File: src/rtl/rf_pkg.sv
// Shared defaults and address-width helper for the scoreboarded register file.
package rf_pkg;

   localparam int unsigned DATA_W_DEF = 16;
   localparam int unsigned NREGS_DEF  = 8;

   function automatic int unsigned aw_of(input int unsigned n);
      return $clog2(n);
   endfunction

endpackage

File: src/rtl/rf_sb_entry.sv
// One register-file entry: data word plus its pending (outstanding-write) bit.
module rf_sb_entry
   import rf_pkg::*;
#(
   parameter int unsigned DATA_W = DATA_W_DEF
) (
   input  logic              clk,
   input  logic              rst_n,
   input  logic              wr,
   input  logic              rsv,
   input  logic [DATA_W-1:0] wr_data,
   output logic [DATA_W-1:0] data,
   output logic              pend
);

   always_ff @(posedge clk or negedge rst_n) begin
      if (!rst_n) begin
         data <= '0;
         pend <= 1'b0;
      end else begin
         if (wr) data <= wr_data;
         // A new reservation outranks a completing write in the same cycle.
         if (rsv)     pend <= 1'b1;
         else if (wr) pend <= 1'b0;
      end
   end

endmodule

File: src/rtl/rf_sb.sv
// Register file with per-register pending bits, write-to-read bypass and a
// registered protocol-error pulse.
module rf_sb
   import rf_pkg::*;
#(
   parameter int unsigned DATA_W  = DATA_W_DEF,
   parameter int unsigned NREGS   = NREGS_DEF,
   parameter bit          ZERO_R0 = 1'b0,
   localparam int unsigned AW     = aw_of(NREGS)
) (
   input  logic              clk,
   input  logic              rst_n,
   input  logic [AW-1:0]     rd1_sel,
   input  logic [AW-1:0]     rd2_sel,
   output logic [DATA_W-1:0] rd1_data,
   output logic [DATA_W-1:0] rd2_data,
   output logic              rd1_pend,
   output logic              rd2_pend,
   input  logic              wr_en,
   input  logic [AW-1:0]     wr_sel,
   input  logic [DATA_W-1:0] wr_data,
   input  logic              rsv_en,
   input  logic [AW-1:0]     rsv_sel,
   output logic [NREGS-1:0]  pend_vec,
   output logic              err
);

   logic [DATA_W-1:0] regs [NREGS];
   logic [NREGS-1:0]  pend_bits;
   logic [NREGS-1:0]  wr_hit;
   logic [NREGS-1:0]  rsv_hit;
   logic              byp1;
   logic              byp2;
   logic              wr_ok;
   logic              rsv_ok;
   logic              err_next;

   // Register 0 never sees an enable when hardwired, so it stays at reset value.
   always_comb begin
      wr_hit  = '0;
      rsv_hit = '0;
      for (int unsigned i = 0; i < NREGS; i++) begin
         if (!(ZERO_R0 && i == 0)) begin
            wr_hit[i]  = wr_en  && (wr_sel  == AW'(i));
            rsv_hit[i] = rsv_en && (rsv_sel == AW'(i));
         end
      end
   end

   for (genvar g = 0; g < NREGS; g++) begin : g_entry
      rf_sb_entry #(
         .DATA_W (DATA_W)
      ) u_entry (
         .clk     (clk),
         .rst_n   (rst_n),
         .wr      (wr_hit[g]),
         .rsv     (rsv_hit[g]),
         .wr_data (wr_data),
         .data    (regs[g]),
         .pend    (pend_bits[g])
      );
   end

   assign byp1 = wr_en && (wr_sel == rd1_sel);
   assign byp2 = wr_en && (wr_sel == rd2_sel);

   assign rd1_data = (ZERO_R0 && rd1_sel == '0) ? '0 : (byp1 ? wr_data : regs[rd1_sel]);
   assign rd2_data = (ZERO_R0 && rd2_sel == '0) ? '0 : (byp2 ? wr_data : regs[rd2_sel]);

   assign rd1_pend = pend_bits[rd1_sel] & ~byp1;
   assign rd2_pend = pend_bits[rd2_sel] & ~byp2;

   assign pend_vec = pend_bits;

   assign wr_ok  = !(ZERO_R0 && wr_sel  == '0);
   assign rsv_ok = !(ZERO_R0 && rsv_sel == '0);

   // Both error causes OR into one pulse.
   assign err_next = (wr_en && wr_ok && !pend_bits[wr_sel]) ||
                     (rsv_en && rsv_ok && pend_bits[rsv_sel] &&
                      !(wr_en && wr_sel == rsv_sel));

   always_ff @(posedge clk or negedge rst_n) begin
      if (!rst_n) err <= 1'b0;
      else        err <= err_next;
   end

endmodule

File: config.mk
export PLATFORM = sky130hd
export DESIGN_NAME = rf_sb
export DESIGN_NICKNAME = d
export VERILOG_FILES = /design/src/rtl/rf_pkg.sv /design/src/rtl/rf_sb_entry.sv /design/src/rtl/rf_sb.sv
export SDC_FILE = /design/constraint.sdc
export NUM_CORES = 1
export LEC_CHECK = 0
export CORE_ASPECT_RATIO = 0.8
export CORE_MARGIN = 2
export CORE_UTILIZATION = 35
export CTS_BUF_LIST = sky130_fd_sc_hd__clkbuf_16
export DETAILED_ROUTE_END_ITERATION = 10
export SYNTH_ARGS = -nofsm -noshare
export SYNTH_HDL_FRONTEND = slang
export SYNTH_SLANG_ARGS = --single-unit
File: constraint.sdc
create_clock -name clk -period 4.9 [get_ports clk]
set_input_delay 0.735 -clock clk [delete_from_list [all_inputs] [get_ports clk]]
set_output_delay 0.735 -clock clk [all_outputs]
set_load 0.05 [all_outputs]
# ---- After elaboration in Yosys (flattened, before gate mapping)
# Cells that the tools add are included.
dict set report totals {
  reg_bits 137
  in_bits 32
  out_inout_bits 43
  word_cells 113
}
dict set report op_classes {
  n_lt_le_gt_ge 6
  n_eq_ne 17
  n_mux 32
  bitwise_logic 6
  n_reduce_logical 35
}
# op n
set op_table {}
lappend op_table {{16-bit binary-select mux with 3-bit select} 2}
lappend op_table {{16-bit two-way mux} 6}
lappend op_table {{3-bit equality test, second input constant} 8}
lappend op_table {{1-bit logical AND} 22}
lappend op_table {{1-bit two-way mux} 20}
lappend op_table {{3-bit by 4-bit < comparator with 1-bit output, second input constant} 4}
lappend op_table {{2-bit nonzero test} 8}
lappend op_table {{1-bit binary-select mux with 3-bit select} 4}
lappend op_table {{3-bit by 2-bit equality test with 1-bit output, second input constant} 4}
lappend op_table {{3-bit equality test} 3}
lappend op_table {{4-bit >= comparator, second input constant} 2}
lappend op_table {{3-bit inverter with 4-bit output} 2}
lappend op_table {{3-bit by 1-bit equality test with 1-bit output, second input constant} 2}
lappend op_table {{3-bit logical NOT} 2}
lappend op_table {{1-bit AND} 2}
lappend op_table {{1-bit logical NOT} 2}
lappend op_table {{1-bit inverter} 2}
lappend op_table {{1-bit logical OR} 1}

# ---- Depth between registers and ports, before layout
dict set report logic_depth {
  word_depth 5
  depth_mapped 6
  depth_no_buf 3
}

# ---- Hierarchy
# From an unflattened synthesis, not the netlist that was laid out.
dict set report unflattened {
  cells_unflattened 508
  area_unflattened_um2 8602.0
}
# mod n_inst cells_each area_per_inst_um2 seq_area_each_um2
set modules_own_cells {}
lappend modules_own_cells {rf_sb_entry 8 37 681.9 425.4}
lappend modules_own_cells {rf_sb 1 212 3146.8 25.0}

# ---- Least setup slack after synthesis
# OpenSTA, ideal clock, no wires.
dict set report synth_timing {
  path_kind {input -> output}
  from {input rd1_sel[1]}
  to {output rd1_data[0]}
  arrival_time_ns 2.247
  path_slack_ns 1.918
  stages 5
  n_path_buf 2
  path_cell_list {clkbuf_1 > clkbuf_1 > mux4_1 > mux2_2 > mux2_2}
}
dict set report synth_between {
  elab_chain_cells 5
}
# element line_no
set synth_lines {}
lappend synth_lines {{from (decl)} rf_sb.sv:13} ;# input logic [AW-1:0] rd1_sel,
lappend synth_lines {{3-bit inverter with 4-bit output (not written as such)} rf_sb.sv:67} ;# assign rd1_data = (ZERO_R0 && rd1_sel == '0) ? '0 : (byp1 ? wr_data : regs[rd1_sel]);
lappend synth_lines {{16-bit binary-select mux with 3-bit select} rf_sb.sv:67}
lappend synth_lines {{16-bit two-way mux (not written as such) (2 in a row)} rf_sb.sv:67}
lappend synth_lines {{16-bit two-way mux *} rf_sb.sv:67}
lappend synth_lines {{to (decl)} rf_sb.sv:15} ;# output logic [DATA_W-1:0] rd1_data,
# Mark *: on every way between the ends. The rest lies on a longest branch, timed or not. The select of a mux whose other input is x is not followed.

# ---- Worst setup path after layout
dict set report layout_timing {
  from {input wr_sel[0]}
  to {output rd2_data[15]}
}
dict set report layout_between {
  elab_chain_cells 3
}
# element line_no
set layout_lines {}
lappend layout_lines {{from (decl)} rf_sb.sv:20} ;# input logic [AW-1:0] wr_sel,
lappend layout_lines {{3-bit equality test} rf_sb.sv:65} ;# assign byp2 = wr_en && (wr_sel == rd2_sel);
lappend layout_lines {{1-bit logical AND} rf_sb.sv:65}
lappend layout_lines {{16-bit two-way mux} rf_sb.sv:68} ;# assign rd2_data = (ZERO_R0 && rd2_sel == '0) ? '0 : (byp2 ? wr_data : regs[rd2_sel]);
lappend layout_lines {{to (decl)} rf_sb.sv:16} ;# output logic [DATA_W-1:0] rd2_data,
# Every way passes these cells.

==> results by group <==
Placed design
  – Inst Count DP: 865
  – Dpl ws: 807.3 ps
  – Placed Area: 9390 µm²
  – Dpl hpwl: 13,080 µm
  – Gp weighted congestion: approximately 0.83
  – Port Buffers: 74

Global routing
  – First-pass GRT wire length: 32,660 µm
  – Global-route usage over all layers: 0.1776
  – Remaining Overflow, GRT: 0
  – Antenna violations before repair: 0
  – Largest net degree at the start of global routing: 73
  – Vias in the first global route: 5,416

STA
  – Final slew viol count: 0
  – Rel. slew slack: 0.3175
  – Fmax: 246.6 MHz
  – Tmin final: 4055 ps
  – Setup TNS: 0 ps
  – Post-route clock period utilization: 0.8275
  – Final Skew: 3.822 ps
  – Setup violators final: 0
  – Worst slew pin tran: 1018 ps
  – RSZ-0062 raised after global routing: false
  – Setup ws final: 845.0 ps
  – Hold Fails Final Rpt: 0
  – Hold_ws: 424.9 ps

Setup path
  – Startpoint class of the critical path: primary input
  – CP max-delay cell: clkdlybuf4s50_1
  – Critical Path AT: 3320 ps
  – Reg-to-Reg Start: g_entry[1].u_entry.pend
  – CP peak stage delay: 830 ps
  – Critical path, cell by cell: clkdlybuf4s50_1, xnor2_1, nand4_2, mux2_2, buf_12
  – Kind of critical path: in2out
  – CP max FO: 17
  – Crit end category: output port
  – Setup crit start: wr_sel[0]
  – Worst EP required: 4160 ps
  – Crit-path leading delay family: buffers and inverters
  – Worst path bufs/invs: 2

Power and ir drop
  – Tot Pwr: roughly 4.3 mW
  – Worst VDD drop: 0.2221 mV
  – Leakage Power: 4.200 nW
  – Pwr dens: 432.2 nW/µm²

Clocking
  – Worst-Skew Late Latency: 420 ps
  – Post-CTS setup buffer count: 0
  – H-tree depth: 4
  – Clock sink count: around 140
  – Cts bufs inserted: 17
  – Cts hold-fix bufs: 0
  – Deepest clock path buffer count: 2
  – CTS-repair resized insts: 0
  – Clk slew on worst S/H paths: 60 ps
  – CTS tree: built
  – CTS Root Cell: clkbuf_16

Drt
  – Vias: about 5,000
  – Post-route DRC: 0
  – Final WL: 20,670 µm
  – DRT Pass-1 Iters: 4
  – Vias/cell: ~5.6
  – WL/cell: 23.09 µm
  – Initial detailed-routing violation count: 329
  – ANT nets after route: 0

Synthesis
  – Register bit total from synthesis: 137
  – Netlist Area Pre-Place: 8244 µm²
  – Synthesis warning total: 0
  – Syn Nets: 549
  – Count of cell types in the netlist: 28
  – Post-Synthesis Cells: around 520
  – Sequential share of the synthesized area: 0.4158
  – Synthesized area per cell: about 16 µm²

Min path
  – Worst Hold Class: in2async

Die
  – Die area: between 20,000 and 25,000 µm²
  – Height of the die: 141.3 µm
  – Initial Util: 0.3542
  – Row cnt: 50
  – IO Count: 75
  – Die Span X: ~180 µm
  – Total core area: 23,270 µm²

Cells and area
  – Final core area utilization: 0.4256
  – Fin area: 9906 µm²
  – Layout cell share with drive strength beyond 1: 0.4974
  – Area growth from synthesis to layout: 20.15%
  – Fin nets: 604
  – Final std cells w/o fill: between 800 and 900
  – Ant. Diodes: 0

Status
  – Status: completed

Flow run
  – MaxCap Viol Count: 0
cell usage in the layout, fill, tap and decap left out, drive strengths merged, types with 2 or more instances in the layout:
master,instances
mux2,196
dfrtp,137
mux4,71
buf,59
clkdlybuf4s50,37
clkbuf,17
xnor2,9
nand2,9
clkinv,9
nand2b,6
inv,5
o21ai,4
nand4b,3
nand4,3
and2,2
nor3,2
nor3b,2
o32ai,2
o22ai,2
clkinvlp,2
sequential cells by signal, summed over array words and instances, names as in the netlist:
name,cells
g_entry.u_entry.pend,8
g_entry.u_entry.data,128
err,1
cell usage after synthesis:
master	n	area, µm²
mux2_2	187	2106
dfrtp_1	137	3428
mux4_1	68	1787
buf_1	16	60.06
buf_2	15	75.07
buf_6	10	112.6
clkbuf_1	10	37.54
buf_4	9	67.56
mux2_4	9	135.1
nand2_1	9	33.78
xnor2_1	9	78.83
nand2b_1	6	37.54
inv_1	4	15.01
o21ai_0	4	20.02
mux4_2	3	67.56
nand4b_1	3	26.28
and2_1	2	12.51
nand4_2	2	25.02
nor3_2	2	20.02
nor3b_2	2	25.02
o22ai_1	2	12.51
o32ai_1	2	17.52
and4_1	1	8.760
nand4_1	1	6.260
nor2_1	1	3.750
o221ai_1	1	8.760
o22a_1	1	8.760
o31ai_1	1	7.510
routing by layer:
metal  vias to the layer above  global-route usage  part of all wire
li1                       2161                   -                 -
met1                      2643              0.2443              0.46
met2                       137              0.2818              0.48
met3                        32             0.04260             0.050
met4                         0             0.05133             0.018
met5                         -                   0                 0
power breakdown:
part | total, mW | internal, mW | switching, mW
combinational | 1.58 | 0.854 | 0.724
sequential | 1.56 | 1.38 | 0.175
clock | 1.15 | 0.676 | 0.471
total | 4.28 | 2.91 | 1.37
area by class of cell:
type	count	area, µm²
clock buffers	17	425.4
clock inverters	13	90.09
fillers	2086	13370
inverters	4	15.01
multi-input cells	316	4448
flip-flops and latches	137	3428
well taps	312	390.4
repair buffers	96	1109
path summary, 6_finish.rpt:
check                                              endpoint  slack [ps]  depth (start not counted)
worst max-delay path                           rd2_data[15]         850                          5
worst min-delay path            g_entry[6].u_entry.data[13]         420                          1
worst max register to register                          err        3580                          3
worst min register to register  g_entry[1].u_entry.data[15]         520                          1
max in group asynchronous       g_entry[2].u_entry.data[10]        3500                          2
min in group clk                g_entry[1].u_entry.data[15]         520                          1
cells by family (layout without fill, tap and decap cells):
kind of cell	count (synthesis)	count (layout)	synth area share
multiplexers	267	267	0.4967
flip-flops	137	137	0.4158
buffers and inverters	64	130	0.04462
AND/OR/NAND/NOR	29	29	0.02413
AO/OA/AOI/OAI	11	11	0.009107
XOR/XNOR	9	9	0.009562
(Power assumes the default switching activity.)
